$ cat config.mk
export PLATFORM = sky130hd
export DESIGN_NAME = inst_encode_loader
export DESIGN_NICKNAME = d
export VERILOG_FILES = /design/src/rtl/inst_pkg.sv /design/src/rtl/inst_encode.sv /design/src/rtl/inst_encode_loader.sv
export SDC_FILE = /design/constraint.sdc
export NUM_CORES = 1
export LEC_CHECK = 0
export CELL_PAD_IN_SITES_DETAIL_PLACEMENT = 0
export CELL_PAD_IN_SITES_GLOBAL_PLACEMENT = 1
export CORE_ASPECT_RATIO = 0.75
export CORE_MARGIN = 10
export CORE_UTILIZATION = 33
export CTS_BUF_LIST = sky130_fd_sc_hd__clkbuf_4 sky130_fd_sc_hd__clkbuf_8
export CTS_CLUSTER_DIAMETER = 120
export DETAILED_ROUTE_END_ITERATION = 12
export GPL_ROUTABILITY_DRIVEN = 0
export MAX_ROUTING_LAYER = met4
export PLACE_DENSITY_LB_ADDON = 0.1
export SYNTH_ARGS = -nofsm -noshare
export SYNTH_HDL_FRONTEND = slang
export SYNTH_SLANG_ARGS = --single-unit
$ cat constraint.sdc
create_clock -name clk -period 4.3 [get_ports clk]
set_input_delay 0.43 -clock clk [delete_from_list [all_inputs] [get_ports clk]]
set_output_delay 0.43 -clock clk [all_outputs]
set_load 0.05 [all_outputs]
$ cat src/rtl/inst_pkg.sv
// Shared instruction-format definitions used by the field encoder/loader and the decoder.
// Holds format/state enums, field widths and the common opcode/funct values.
package inst_pkg;

  localparam int INST_W   = 32;
  localparam int OPCODE_W = 6;
  localparam int REG_W    = 5;
  localparam int SHAMT_W  = 5;
  localparam int FUNCT_W  = 6;
  localparam int IMM_W    = 16;
  localparam int JUMP_W   = 26;

  typedef enum logic [1:0] {
    FMT_R   = 2'd0,
    FMT_I   = 2'd1,
    FMT_J   = 2'd2,
    FMT_BAD = 2'd3
  } fmt_t;

  typedef enum logic [1:0] {
    ST_IDLE = 2'd0,
    ST_LOAD = 2'd1,
    ST_DONE = 2'd2,
    ST_ERR  = 2'd3
  } load_state_t;

  localparam logic [OPCODE_W-1:0] OP_RTYPE = 6'h00;
  localparam logic [OPCODE_W-1:0] OP_J     = 6'h02;
  localparam logic [OPCODE_W-1:0] OP_JAL   = 6'h03;
  localparam logic [OPCODE_W-1:0] OP_BEQ   = 6'h04;
  localparam logic [OPCODE_W-1:0] OP_BNE   = 6'h05;
  localparam logic [OPCODE_W-1:0] OP_ADDI  = 6'h08;
  localparam logic [OPCODE_W-1:0] OP_LW    = 6'h23;
  localparam logic [OPCODE_W-1:0] OP_SW    = 6'h2b;

  localparam logic [FUNCT_W-1:0] FN_SLL = 6'h00;
  localparam logic [FUNCT_W-1:0] FN_JR  = 6'h08;
  localparam logic [FUNCT_W-1:0] FN_ADD = 6'h20;
  localparam logic [FUNCT_W-1:0] FN_SUB = 6'h22;
  localparam logic [FUNCT_W-1:0] FN_AND = 6'h24;
  localparam logic [FUNCT_W-1:0] FN_OR  = 6'h25;
  localparam logic [FUNCT_W-1:0] FN_SLT = 6'h2a;

endpackage

$ cat src/rtl/inst_encode.sv
// Combinational packer: turns decoded R/I/J fields back into a 32-bit instruction word.
// Fields not belonging to the selected format are ignored; format 3 raises illegal.
module inst_encode
  import inst_pkg::*;
(
  input  fmt_t                fmt,
  input  logic [OPCODE_W-1:0] opcode,
  input  logic [REG_W-1:0]    rs,
  input  logic [REG_W-1:0]    rt,
  input  logic [REG_W-1:0]    rd,
  input  logic [SHAMT_W-1:0]  shift,
  input  logic [FUNCT_W-1:0]  funct,
  input  logic [IMM_W-1:0]    imm,
  input  logic [JUMP_W-1:0]   jump,
  output logic [INST_W-1:0]   word,
  output logic                illegal
);

  always_comb begin
    word    = '0;
    illegal = 1'b0;
    case (fmt)
      FMT_R:   word = {opcode, rs, rt, rd, shift, funct};
      FMT_I:   word = {opcode, rs, rt, imm};
      FMT_J:   word = {opcode, jump};
      default: illegal = 1'b1;
    endcase
  end

endmodule

$ cat src/rtl/inst_encode_loader.sv
// Loads a stream of decoded instruction fields into instruction memory from BASE_ADDR.
// Each accepted legal entry becomes one registered memory write on the following cycle.
module inst_encode_loader
  import inst_pkg::*;
#(
  parameter int          ADDR_W    = 8,
  parameter int unsigned BASE_ADDR = 0
) (
  input  logic                clk,
  input  logic                rst,
  input  logic                start,
  input  logic                in_valid,
  output logic                in_ready,
  input  logic [1:0]          in_fmt,
  input  logic [OPCODE_W-1:0] in_opcode,
  input  logic [REG_W-1:0]    in_rs,
  input  logic [REG_W-1:0]    in_rt,
  input  logic [REG_W-1:0]    in_rd,
  input  logic [SHAMT_W-1:0]  in_shift,
  input  logic [FUNCT_W-1:0]  in_funct,
  input  logic [IMM_W-1:0]    in_imm,
  input  logic [JUMP_W-1:0]   in_jump,
  input  logic                in_last,
  output logic                mem_we,
  output logic [ADDR_W-1:0]   mem_addr,
  output logic [INST_W-1:0]   mem_wdata,
  output logic                busy,
  output logic                done,
  output logic                error,
  output logic [ADDR_W:0]     count
);

  localparam logic [ADDR_W-1:0] BASE_PTR = ADDR_W'(BASE_ADDR);
  localparam logic [ADDR_W-1:0] PTR_MAX  = {ADDR_W{1'b1}};
  localparam logic [ADDR_W-1:0] PTR_ONE  = ADDR_W'(1);
  localparam logic [ADDR_W:0]   CNT_ONE  = (ADDR_W + 1)'(1);

  load_state_t         state, state_nxt;
  logic [ADDR_W-1:0]   ptr;
  logic [INST_W-1:0]   word;
  logic                illegal;
  logic                accept;

  inst_encode u_encode (
    .fmt     (fmt_t'(in_fmt)),
    .opcode  (in_opcode),
    .rs      (in_rs),
    .rt      (in_rt),
    .rd      (in_rd),
    .shift   (in_shift),
    .funct   (in_funct),
    .imm     (in_imm),
    .jump    (in_jump),
    .word    (word),
    .illegal (illegal)
  );

  assign in_ready = (state == ST_LOAD);
  assign accept   = in_valid && in_ready;
  assign busy     = (state == ST_LOAD);
  assign done     = (state == ST_DONE);
  assign error    = (state == ST_ERR);

  always_ff @(posedge clk) begin
    if (rst) state <= ST_IDLE;
    else     state <= state_nxt;
  end

  // A legal word landing on the last address without in_last overflows capacity.
  always_comb begin
    state_nxt = state;
    case (state)
      ST_LOAD: begin
        if (accept) begin
          if (illegal)             state_nxt = ST_ERR;
          else if (in_last)        state_nxt = ST_DONE;
          else if (ptr == PTR_MAX) state_nxt = ST_ERR;
        end
      end
      default: if (start) state_nxt = ST_LOAD;
    endcase
  end

  // The final write is already registered, so it completes even once the state has left LOAD.
  always_ff @(posedge clk) begin
    if (rst) begin
      mem_we    <= 1'b0;
      mem_addr  <= '0;
      mem_wdata <= '0;
      ptr       <= BASE_PTR;
      count     <= '0;
    end else begin
      mem_we <= 1'b0;
      if (state != ST_LOAD && start) begin
        ptr   <= BASE_PTR;
        count <= '0;
      end else if (accept && !illegal) begin
        mem_we    <= 1'b1;
        mem_addr  <= ptr;
        mem_wdata <= word;
        ptr       <= ptr + PTR_ONE;
        count     <= count + CNT_ONE;
      end
    end
  end

endmodule
==> summary by stage, run 1 <==
Placed design
Once placement completed, the tool counted placed cells totaling ~550. The quantity of I/O buffers inserted on ports is 134. The post-detailed-placement half-perimeter wirelength is 7230 um.

Cells and area
Of the cells placed in the final design, the portion with a size suffix greater than 1 is 0.101. The total of fill cells in the finished design is 844. For this run, the post-layout net count is 534. The number of antenna repair diodes is 0. Relative to the synthesized area, the layout overhead comes to 51.5%. The post-route core utilization is 0.522. Leaving out filler cells and counting taps, the final layout contains 564.

Clock tree
The number of setup buffers added after CTS is 0. The clock latency reported for the late side of the worst-skew pair is ~0.35 ns. Counting the buffers created by CTS gives 9. The number of gates resized after cts is 0. The maximum level of the CTS H-tree is 3. The clock root buffer is sky130_fd_sc_hd__clkbuf_8. For this design, the CTS-stage hold fixing added 0 buffers. Clock-pin slew was measured on the worst setup and hold paths at 0.07 ns. TritonCTS built the clock tree.

Clock tree synthesis found a total of 60 sinks. The buffer levels on the longest clock path is 2.

STA
Setup repair after global routing left no endpoint under its margin. Setup violations remaining at the end of the flow were counted as 0. The smallest clock period supported by the final layout is computed as between 2 and 3 ns. The final setup TNS is 0 ns. The worst slew slack as a fraction of its limit is 0.274. The count of endpoints failing hold in the final timing report is 0. On the final layout, the worst clock skew is 0.0148 ns.

The achievable clock frequency is ~0.38 GHz. The final-layout worst hold slack is 0.484 ns. For the pin with the worst max-slew slack, the measured transition is between 1 and 1.5 ns.

The number of slew-limit violations in the final report was 0. Dividing the final minimum period by the clock period gives 0.611.

Critical path
The timing startpoint of the critical path is state[1]. The termination of the worst setup path is busy. By startpoint and endpoint, the worst setup path is classified as flop to output port. At the worst endpoint, the arrival time is 2.20 ns. STA classifies the critical path endpoint as an output port. Across all register-to-register paths, the minimum setup slack is 2.09 ns. The maximum fanout count along the critical path is 9. The startpoint identified for the worst register-to-register timing path is state[1]. The required time at the endpoint of the critical path is between 3 and 4 ns. The worst setup path is launched from a flop. For the worst flop-to-flop path, the logic depth is 4. The worst register-to-register path ends at ptr[3].

Route
The final routed wirelength across all metal layers is 10100 um. The via count is 3016. Dividing the detail-routed via count by the number of cells gives about 5.3. The remaining number of nets flagged by the antenna check after routing is 0. Dividing the detail-routed wire length by the instance count gives about 18 um.

The residual DRC count is 0. The total iterations of the first detailed-routing run is 4. The starting DRC count in detailed routing is 174.

Global routing
The first-pass GRT wire length is 15700 um. Entering global routing, the biggest net connects 59 pins. The via count of the first global-routing pass is 3015.

The leftover overflow at the end of global routing is 0. Across every metal layer, demand over resource in global routing totals 0.154. The number of antenna violations at the first check in global routing is 0.

Floorplan
The total I/O pin count is 135. The horizontal die dimension is 129 um. The die is 102 um tall. The total die area is between 0.01 and 0.015 mm2.

Row generation in the floorplan step produced 29 rows. The initial utilization of the core area, before any placement, comes to 0.345. The floorplan step defined a core boundary enclosing 0.00860 mm2.

Yosys
Of the total synthesized cell area, the portion taken by AND, OR, NAND and NOR gates is 0.140. The synthesized design contains 0 enable-type register cells. The fraction of the mapped netlist area in adder cells is 0.00844. Synthesis instantiated 37 different standard cells from the library. For this run, the register share of the synthesized area comes to 0.405.

After technology mapping, the gate count stands at 339. The mean instance size in the synthesized netlist is 8.74 um2. The main combinational cell family by area after synthesis is compound AO/OA/AOI/OAI gates. The mux share of post-synthesis cell area is 0.0810.

In the post-synthesis netlist, the biggest area contributors are sky130_fd_sc_hd__dfxtp_1 (41%), sky130_fd_sc_hd__a21oi_1 (10%), sky130_fd_sc_hd__a211oi_1 (6.8%). The compound-gate portion of the synthesized area is 0.301. The post-synthesis xor/xnor area fraction is 0.

The count of warnings emitted by yosys is 0. The largest total area in the synthesized netlist belongs to sky130_fd_sc_hd__dfxtp_1. The proportion of register bits with asynchronous set or reset after synthesis is 0. Sorting the synthesized cells by how often they occur yields sky130_fd_sc_hd__dfxtp_1 (60), sky130_fd_sc_hd__a21oi_1 (59), sky130_fd_sc_hd__a211oi_1 (27), sky130_fd_sc_hd__nand3_1 (21), sky130_fd_sc_hd__o21ai_0 (20). Counting every net in the synthesized netlist gives 422. The most used standard cell by instance count after synthesis is sky130_fd_sc_hd__dfxtp_1. Of the post-synthesis cell area, the dominant cell type holds 0.405.

The prevailing post-synth register cell is sky130_fd_sc_hd__dfxtp_1. The register bit total from synthesis is 60. The cell area that synthesis handed to floorplanning was 0.00296 mm2.

Power
For this design the static power due to leakage is 1.46 nW. The combinational share of power is 0.217. Of the total power, the share spent switching nets is 0.303. VDD sags by at most 0.000187 V. The internal portion of the total power is 0.982 mW.

The register share of total power is 0.415. The total power per unit cell area is 314 mW/mm2. The share of total power dissipated in the clock network is 0.368. For this design the total switching power over the nets is 0.427 mW.

The total design power is between 1 and 1.5 mW.

Status
The run finished with clean final reports.

Hold path
The path class of the tightest hold or removal check is flop to flop.

Run
Max-cap violations in this run came to 0.
## routing by layer
layer,GRT usage,part of all wire
met5,-,0
met4,0.0414,0.0085
met3,0.0595,0.079
met2,0.239,0.45
met1,0.183,0.46
## worst min path at each step
| stage | from | to | slack (ns) | cells after the start |
|---|---|---|---|---|
| after floorplan | ptr[7] | mem_addr[7] | 0.47 | 2 |
| after global placement | mem_wdata[27] | mem_wdata[27] | 0.46 | 2 |
| after detailed placement | mem_wdata[31] | mem_wdata[31] | 0.47 | 2 |
| after CTS | mem_wdata[31] | mem_wdata[31] | 0.49 | 2 |
| after global routing | mem_addr[4] | mem_addr[4] | 0.50 | 2 |
| final | mem_addr[5] | mem_addr[5] | 0.48 | 2 |
## cell usage in the layout (no fill, tap or decap), drive strengths merged, types with 9 or more instances in the layout
master           n
a21oi           62
clkdlybuf4s50  133
nor2b           11
clkbuf           9
nand3           21
a211oi          27
dfxtp           60
mux2            16
o22ai           16
o21ai           21
## state kept, by name, indices dropped and copies added (netlist names)
| register | cells |
|---|---|
| mem_wdata | 32 |
| count | 9 |
| mem_addr | 8 |
| ptr | 8 |
| state | 2 |
| mem_we | 1 |
## power by group through the flow
| stage | logic [mW] | clock network [mW] | registers, mW |
|---|---|---|---|
| detailed placement | 0.309 | 0 | 0.598 |
| floorplan | 0.117 | 0 | 0.657 |
| finish | 0.306 | 0.518 | 0.586 |
| CTS | 0.309 | 0.530 | 0.586 |
| global placement | 0.306 | 0 | 0.597 |
| global route | 0.330 | 0.554 | 0.588 |
## cell families after synthesis
family / Yosys count
compound gates: 146
fa+ha+maj: 2
buf+inv: 41
flops: 60
mux: 22
simple gates: 68
## stage by stage
step | instance area (um2) | worst slack [ns]
global placement | 4290 | 1.51
detailed placement | 4290 | 1.43
finish | 4490 | 1.67
floorplan | 2960 | 2.44
global route | 4490 | 1.54
CTS | 4490 | 1.68
## worst max-delay path, cell delays in order, from the launching register on
cell and delay [ns]:
sky130_fd_sc_hd__dfxtp_1 0.40, sky130_fd_sc_hd__nand2b_1 0.34, sky130_fd_sc_hd__clkinv_1 0.33, sky130_fd_sc_hd__clkdlybuf4s50_1 0.79
## area by class of cell
| type | instances | area (um2) | share of cell area |
|---|---|---|---|
| Clock inverter | 7 | 76.3 | 0.0170 |
| Timing Repair Buffer | 138 | 1370 | 0.304 |
| Tap cell | 108 | 135 | 0.0301 |
| Inverter | 4 | 15.0 | 0.00334 |
| Clock buffer | 9 | 124 | 0.0276 |
| Sequential cell | 60 | 1200 | 0.267 |
| Multi-Input combinational cell | 238 | 1570 | 0.350 |
Power figures use the tool's default switching activity.
==> inputs of run 2 (changes only) <==
- CORE_UTILIZATION: 33 -> 31
- clock period: 4.3 -> 2.6 ns (I/O delays scaled with it)
==> run 2 against run 1 <==
  * Hold slack got worse by 0.11 ns
  * Core utilization decreased by 2.6 points
  * Sequential cell count unchanged
  * Worst setup slack lost 1.5 ns
  * Clock power grew 47%
  * Via count up 1.9%
  * Global-route usage is 0.61 points lower
  * Register-to-register slack got worse by 1.2 ns
  * Critical endpoint unchanged
  * Largest power group unchanged
  * Highest routed layer unchanged
==> summary by stage, run 2 (synthesized netlist as in run 1, its figures left out) <==
Critical path
The required time at the endpoint of the critical path is 2.34 ns (-1.53 ns). The path depth of the worst reg2reg path is 3 (-1). The maximum fanout count along the critical path was 9 (unchanged). The critical path goes through nand2b_1 > clkinv_1 > clkdlybuf4s50_1. The nature of the critical path startpoint is a flop.

The nature of the critical path endpoint is an output port. The setup slack of the worst register-to-register path came to 0.91 ns (-1.18 ns). The setup path with the least slack is of type flop to output port. The reg-to-reg critical path startpoint is state[0].

The delay of the slowest critical-path stage is 0.79 ns (about the same). The data arrival time of the critical path is 2.20 ns (about the same). The worst flop-to-flop path endpoint is ptr[6].

The largest individual stage delay along the critical path comes from the cell sky130_fd_sc_hd__clkdlybuf4s50_1.

Cells and area
The total of fill cells in the finished design was 917 (+8.6%). Leaving out fill and tap cells, the most frequent cells in the layout are sky130_fd_sc_hd__clkdlybuf4s50_1 (133), sky130_fd_sc_hd__dfxtp_1 (60), sky130_fd_sc_hd__a21oi_1 (59), sky130_fd_sc_hd__a211oi_1 (27), sky130_fd_sc_hd__nand3_1 (21). The library cell used most frequently in the layout, excluding fill and tap cells, is sky130_fd_sc_hd__clkdlybuf4s50_1. In the final layout, the registers with the most flip-flops are mem_wdata: 32 flops, count: 9 flops.

The number of flip-flops under the largest register name was 32 (unchanged). The number of antenna repair diodes is 0 (unchanged). The layout cell share with drive strength beyond 1 is 0.113 (+0.0117). The number of nets in the layout is 540 (+1.1%). Ranked by flip-flop count, first place goes to mem_wdata. Compared with the post-synthesis result, the final layout area differs by 53.9%.

STA
The final setup skew is 0.00403 ns (-0.0107 ns). Based on the critical path, the design can be clocked at up to 0.407 GHz. The final clock period utilization by the worst path is 0.946.

The count of endpoints failing hold in the final timing report is 0 (unchanged). The worst slew slack as a fraction of its limit is 0.569 (+0.295). The final period demand of the worst path is 2.46 ns. The number of slew-limit violations in the final report is 0 (unchanged). The final setup TNS is 0 ns (unchanged). The minimum setup slack in the final design is 0.141 ns (-1.53 ns). Setup repair after global routing left no endpoint under its margin. The final setup violation count is 0 (unchanged). The slew of the pin with the lowest slew margin was 0.646 ns (-0.443 ns).

Power
The peak supply drop is 0.000215 V (+14%). The total power per unit cell area is 494 mW/mm2 (+57%). The total leakage power is 1.50 nW (+2.8%).

Hold path
The path with the worst hold slack has its endpoint at mem_addr[7]. The type of the worst min-delay path is primary input to flop. The startpoint identified for the worst hold timing path is rst.

The worst hold path stage count was 2 (unchanged).

Global routing
The via count of the first global-routing pass was 3015 (unchanged). The maximum number of pins on one net before global-route repair is 43 (-27%). The fraction of met1 tracks used by global routing came to 0.193 (+0.00965).

The met3 track demand over resource in global routing was 0.0560 (-0.00351). The first-pass GRT wire length came to 16400 um (+4.4%). The number of antenna violations at the first check in global routing was 0 (unchanged). The global-route usage over all layers is 0.148 (-0.00613). The leftover overflow at the end of global routing is 0 (unchanged). The met2 usage is 0.204 (-0.0347). The highest-utilization routing layer at the global route stage is met2.

Route
The via count is 3072 (+1.9%). The final routed wirelength across all metal layers was 10400 um (+3.3%). The residual DRC count is 0 (unchanged). The starting DRC count in detailed routing is 202 (+16%).

The remaining number of nets flagged by the antenna check after routing is 0 (unchanged). The total iterations of the first detailed-routing run is 4 (unchanged). The via density per instance came to 5.21 (-2.6%). The routed length per instance was 17.7 um (-1.2%).

Clock tree
The maximum level of the CTS H-tree is 3 (unchanged). The number of gates resized after cts is 0 (unchanged). The clock latency reported for the late side of the worst-skew pair is 0.34 ns (about the same). The number of sinks on the clock net is 60 (unchanged).

The number of buffers inserted to repair setup after CTS came to 0 (unchanged). The CTS tree is yes. The CTS clock-pin slew for the worst setup and hold paths is 0.07 ns (about the same). The buffer levels on the longest clock path is 2 (unchanged). The clock root buffer is sky130_fd_sc_hd__clkbuf_8. The CTS buffer count is 9 (unchanged). The number of buffers inserted by hold repair at cts is 0 (unchanged).

Floorplan
The standard cell core area is 0.00920 mm2 (+6.9%). The horizontal die dimension is 133 um (+2.7%). The starting density of the core came to 0.322 (-0.0224). The total I/O pin count is 135 (unchanged). The row count is 30 (+3.4%).

The total die area is 0.0139 mm2 (+5.3%). The die height came to 105 um (+2.6%).

Placed design
The post-place setup slack is 0.507 ns (-0.927 ns). The post-detailed-placement half-perimeter wirelength is 7560 um (+4.6%). The quantity of I/O buffers inserted on ports is 134 (unchanged).

Status
The run finished with clean final reports.

Run
The count of max-cap constraint violations is 0 (unchanged).
-- run 2: cell count changes in the layout (fill, tap and decap cells not counted), sizes merged --
cell	delta
inv	-1
clkinv	-1
clkinvlp	-2
bufinv	-1
clkbuf	+5
buf	+6
-- run 2: report_power, final --
group / switching, mW / total [mW] / internal, mW
Sequential: 0.0187 / 0.969 / 0.951
Combinational: 0.282 / 0.521 / 0.239
Clock: 0.352 / 0.764 / 0.412
-- run 2: final cells by class --
type / instances / area, um2 / area share
Sequential cell: 60 / 1200 / 0.263
Inverter: 4 / 15.0 / 0.00329
Tap cell: 128 / 160 / 0.0351
Timing Repair Buffer: 144 / 1440 / 0.315
Clock inverter: 2 / 10.0 / 0.00219
Multi-Input combinational cell: 238 / 1570 / 0.345
Clock buffer: 14 / 168 / 0.0367
-- run 2: worst max-delay path: cells and delay by family (launching register included) --
| kind | cells | cell delay (ns) |
|---|---|---|
| buffers and inverters | 2 | 1.11 |
| flip-flops | 1 | 0.41 |
| AND/OR/NAND/NOR | 1 | 0.34 |
-- run 2: through the flow --
stage               cell area, um2  hold WS (ns)  instances  utilization  total power, mW
floorplan                     2960         0.356        339            -             1.28
CTS                           4560         0.354        590        0.496             2.30
detailed placement            4390         0.467        574        0.477             1.51
finish                        4560         0.377        590        0.496             2.25
global route                  4560         0.382        590        0.496             2.36
global placement              4390         0.463        574        0.477             1.51
-- run 2: routing by layer --
layer  part of all wire  routed length [um]
met1               0.49                5150
met2               0.42                4360
met3              0.072                 748
met4              0.017                 180
met5                  0                   0
-- run 2: how the worst max path moves through the flow --
stage	cells past startpoint	endpoint	start
CTS	3	in_ready	state[1]
floorplan	6	count[2]	state[1]
detailed placement	3	in_ready	state[1]
global route	3	busy	state[1]
global placement	3	busy	state[1]
finish	3	busy	state[1]
==> inputs of run 3 (changes only) <==
- ABC_AREA: not set -> 1
- CORE_UTILIZATION: 31 -> 28
==> run 3 against run 2 <==
  * Synthesized cell count is 19% higher
  * Sequential share of layout area grew 0.92 points
  * Count of clock-buffer cells in the layout decreased by 2
  * Total power shrank 2.3%
  * Largest cell class unchanged
==> summary by stage, run 3 <==
Status
The flow ran to the end, and the final reports show no timing, DRC or antenna violations.

Yosys
The fraction of the mapped netlist area in adder cells was 0.00890 (+0.000458). The sequential-to-total area share from yosys stat is 0.427 (+0.0220). In the post-synthesis netlist, the cell with the most instances is sky130_fd_sc_hd__nand2_1.

The prevailing post-synth register cell is sky130_fd_sc_hd__dfxtp_1. The count of warnings emitted by yosys is 0 (unchanged). The number of distinct library cells after synthesis is 26 (-30%). The proportion of register bits with asynchronous set or reset after synthesis is 0 (unchanged). The mux share of post-synthesis cell area was 0 (-0.0810). The number of nets produced by synthesis is 487 (+15%).

The cell taking the most area after synthesis is sky130_fd_sc_hd__dfxtp_1. The post-synthesis instance area came to 0.00281 mm2 (-5.1%). The register bit total from synthesis is 60 (unchanged). The mean instance size in the synthesized netlist was 6.96 um2 (-20%). The post-synthesis simple-gate area fraction is 0.332 (+0.193).

The post-synthesis xor/xnor area fraction is 0.00623 (+0.00623). Counting instances in the post-synthesis netlist gives the leading cell types as sky130_fd_sc_hd__nand2_1 (123), sky130_fd_sc_hd__dfxtp_1 (60), sky130_fd_sc_hd__nor2_1 (56), sky130_fd_sc_hd__a21oi_1 (31), sky130_fd_sc_hd__nand3_1 (31). Ranked by total cell area, the synthesized netlist is headed by sky130_fd_sc_hd__dfxtp_1 (43%), sky130_fd_sc_hd__nand2_1 (16%), sky130_fd_sc_hd__nor2_1 (7.5%). The compound-gate portion of the synthesized area is 0.152 (-0.149). The area share of the leading cell type in the synthesized netlist is 0.427 (+0.0220).

The number of enable flip-flop cells after synthesis is 0 (unchanged). The cell count after synthesis came to 404 (+19%). The main combinational cell family by area after synthesis is simple AND/OR/NAND/NOR gates.

Power
The combinational share of power came to 0.229 (-0.002). The register share of total power is 0.445 (+0.015). The total design power was 2.20 mW (-2.3%). The peak supply drop came to 0.000287 V (+34%).

The total leakage power is 1.76 nW (+17%). The total power per unit cell area was 499 mW/mm2 (+1.1%). The share of power burned in the clock network is 0.327 (-0.012).

The switching power is 0.656 mW (+0.46%). The fraction of power spent switching nets is 0.298 (+0.00829). The internal power consumption is 1.55 mW (-3.5%).

Global routing
The first-pass GRT wire length is 15300 um (-6.6%). The global-route usage over all layers is 0.137 (-0.0107). The via count of the first global-routing pass is 2946 (-2.3%). The maximum number of pins on one net before global-route repair came to 44 (+2.3%). The leftover overflow at the end of global routing was 0 (unchanged). The number of antenna violations at the first check in global routing is 0 (unchanged).

Placed design
The cell area reported after detailed placement was 0.00425 mm2 (-3.1%). The post-place setup slack is 0.433 ns (-0.0743 ns). The placed instance count is 653 (+14%).

The post-detailed-placement half-perimeter wirelength came to 7090 um (-6.2%). The quantity of I/O buffers inserted on ports was 134 (unchanged).

STA
The minimum setup slack in the final design was 0.434 ns (+0.294 ns). The worst slew slack as a fraction of its limit was 0.244 (-0.325). The final period demand of the worst path is 2.17 ns (-0.294 ns).

The final setup TNS is 0 ns (unchanged). Setup repair after global routing left no endpoint under its margin. The final setup skew was 0.00621 ns (+0.00218 ns). The achievable clock frequency is 0.462 GHz (+14%). The final-layout worst hold slack came to 0.469 ns (+0.0925 ns). The slew of the pin with the lowest slew margin is 1.13 ns (+0.483 ns). The count of endpoints failing hold in the final timing report is 0 (unchanged). The final clock period utilization by the worst path is 0.833 (-0.113). The final setup violation count is 0 (unchanged). The number of slew-limit violations in the final report is 0 (unchanged).

Cells and area
Leaving out fill and tap cells, the most frequent cells in the layout are sky130_fd_sc_hd__clkdlybuf4s50_1 (134), sky130_fd_sc_hd__nand2_1 (123), sky130_fd_sc_hd__dfxtp_1 (60), sky130_fd_sc_hd__nor2_1 (56). The number of flip-flops under the largest register name came to 32 (unchanged). The final cell count without fillers is 668 (+13%). The post-route core utilization came to 0.453 (-0.0433).

The cell area after layout is 0.00441 mm2 (-3.4%). The layout cell share with drive strength beyond 1 is 0.0541 (-0.0584). In the final layout, the registers with the most flip-flops are mem_wdata: 32 flops, count: 9 flops. The register with the most flip-flops is mem_wdata. The number of antenna repair diodes is 0 (unchanged). Leaving out fill and tap cells, the most frequent cell in the layout is sky130_fd_sc_hd__clkdlybuf4s50_1. The growth of design area from synthesis to finish is 56.8%. The number of nets in the layout is 615 (+14%).

Floorplan
The total die area was 0.0145 mm2 (+4.1%). The row count is 31 (+3.3%). The standard cell core area is 0.00974 mm2 (+5.9%).

The horizontal die dimension is 136 um (+2.1%). The total I/O pin count is 135 (unchanged). The die height is 107 um (+2.0%). The starting density of the core is 0.289 (-0.0335).

Critical path
The data arrival time of the critical path is 1.91 ns (-0.29 ns). STA classifies the critical path startpoint as a flop. The classification of the worst setup path is flop to output port. STA classifies the critical path endpoint as an output port. The required time at the endpoint of the critical path came to 2.34 ns (about the same). The maximum fanout count along the critical path came to 5 (-4).

Route
The via density per instance is 4.47 (-14%). The starting DRC count in detailed routing came to 113 (-44%). The via count came to 2988 (-2.7%).

The residual DRC count was 0 (unchanged). The remaining number of nets flagged by the antenna check after routing is 0 (unchanged). The routed length per instance was 14.4 um (-19%). The final routed wirelength across all metal layers came to 9630 um (-7.7%). The total iterations of the first detailed-routing run is 5 (+1).

Run
The count of max-cap constraint violations came to 0 (unchanged).

Clock tree
The number of sinks on the clock net is 60 (unchanged). The clock root buffer is sky130_fd_sc_hd__clkbuf_8. The CTS buffer count came to 9 (unchanged). The number of buffers inserted by hold repair at cts is 0 (unchanged). TritonCTS built the clock tree. The number of gates resized after cts is 0 (unchanged). The maximum level of the CTS H-tree is 3 (unchanged).

The CTS clock-pin slew for the worst setup and hold paths is 0.06 ns (about the same). The buffer levels on the longest clock path is 2 (unchanged). The number of buffers inserted to repair setup after CTS is 0 (unchanged). The clock latency reported for the late side of the worst-skew pair came to 0.34 ns (about the same).

Hold path
The worst hold path belongs to the class flop to flop.
==> run 3: cell types whose count changed after synthesis, moves of 9 or more <==
| cell | change |
|---|---|
| sky130_fd_sc_hd__o211a_1 | +10 |
| sky130_fd_sc_hd__nor2b_1 | -11 |
| sky130_fd_sc_hd__o22ai_1 | -16 |
| sky130_fd_sc_hd__nand2_1 | +118 |
| sky130_fd_sc_hd__inv_1 | +19 |
| sky130_fd_sc_hd__clkbuf_1 | -15 |
| sky130_fd_sc_hd__a211oi_1 | -27 |
| sky130_fd_sc_hd__o21ai_0 | +9 |
| sky130_fd_sc_hd__a21oi_1 | -28 |
| sky130_fd_sc_hd__nand3_1 | +10 |
| sky130_fd_sc_hd__mux2_2 | -16 |
| sky130_fd_sc_hd__nor2_1 | +53 |
==> run 3: cell families after synthesis <==
| kind of cell | after synthesis |
|---|---|
| and+or+nand+nor | 222 |
| AOI/OAI and AO/OA | 73 |
| DFF | 60 |
| buffers and inverters | 45 |
| xor gates and xnor gates | 2 |
| adders and majority gates | 2 |
==> run 3: cell type report <==
type	count	area (um2)
multi-input cells	299	1400
clock inverters	3	15.0
flip-flops and latches	60	1200
fillers	1013	5330
repair buffers	139	1390
inverters	23	86.3
well taps	132	165
clock buffers	12	146
==> run 3: path summary, 6_finish.rpt <==
| path | startpoint | endpoint | slack [ns] | cells after the start |
|---|---|---|---|---|
| max | state[0] | busy | 0.43 | 3 |
| min | mem_addr[3] | mem_addr[3] | 0.47 | 2 |
| max reg2reg | state[0] | mem_wdata[3] | 0.81 | 6 |
| min reg2reg | mem_addr[3] | mem_addr[3] | 0.47 | 2 |
==> run 3: metal layers <==
layer / vias to the layer above / share of wire / track usage
li1: 1560 / - / -
met1: 1321 / 0.45 / 0.158
met2: 100 / 0.45 / 0.209
met3: 7 / 0.095 / 0.0690
met4: 0 / 0.011 / 0.0299
met5: - / 0 / -
==> run 3: power by group through the flow <==
stage / logic (mW) / clock network [mW] / registers, mW
after floorplan: 0.148 / 0 / 1.12
after global placement: 0.511 / 0 / 0.998
after detailed placement: 0.509 / 0 / 0.999
after CTS: 0.511 / 0.759 / 0.979
after global routing: 0.544 / 0.795 / 0.983
final: 0.504 / 0.719 / 0.979
==> run 3: critical path, cell delays in order, from the launching register on <==
cell,delay [ns]
sky130_fd_sc_hd__dfxtp_1,0.40
sky130_fd_sc_hd__inv_1,0.07
sky130_fd_sc_hd__nor2_2,0.22
sky130_fd_sc_hd__clkdlybuf4s50_1,0.87
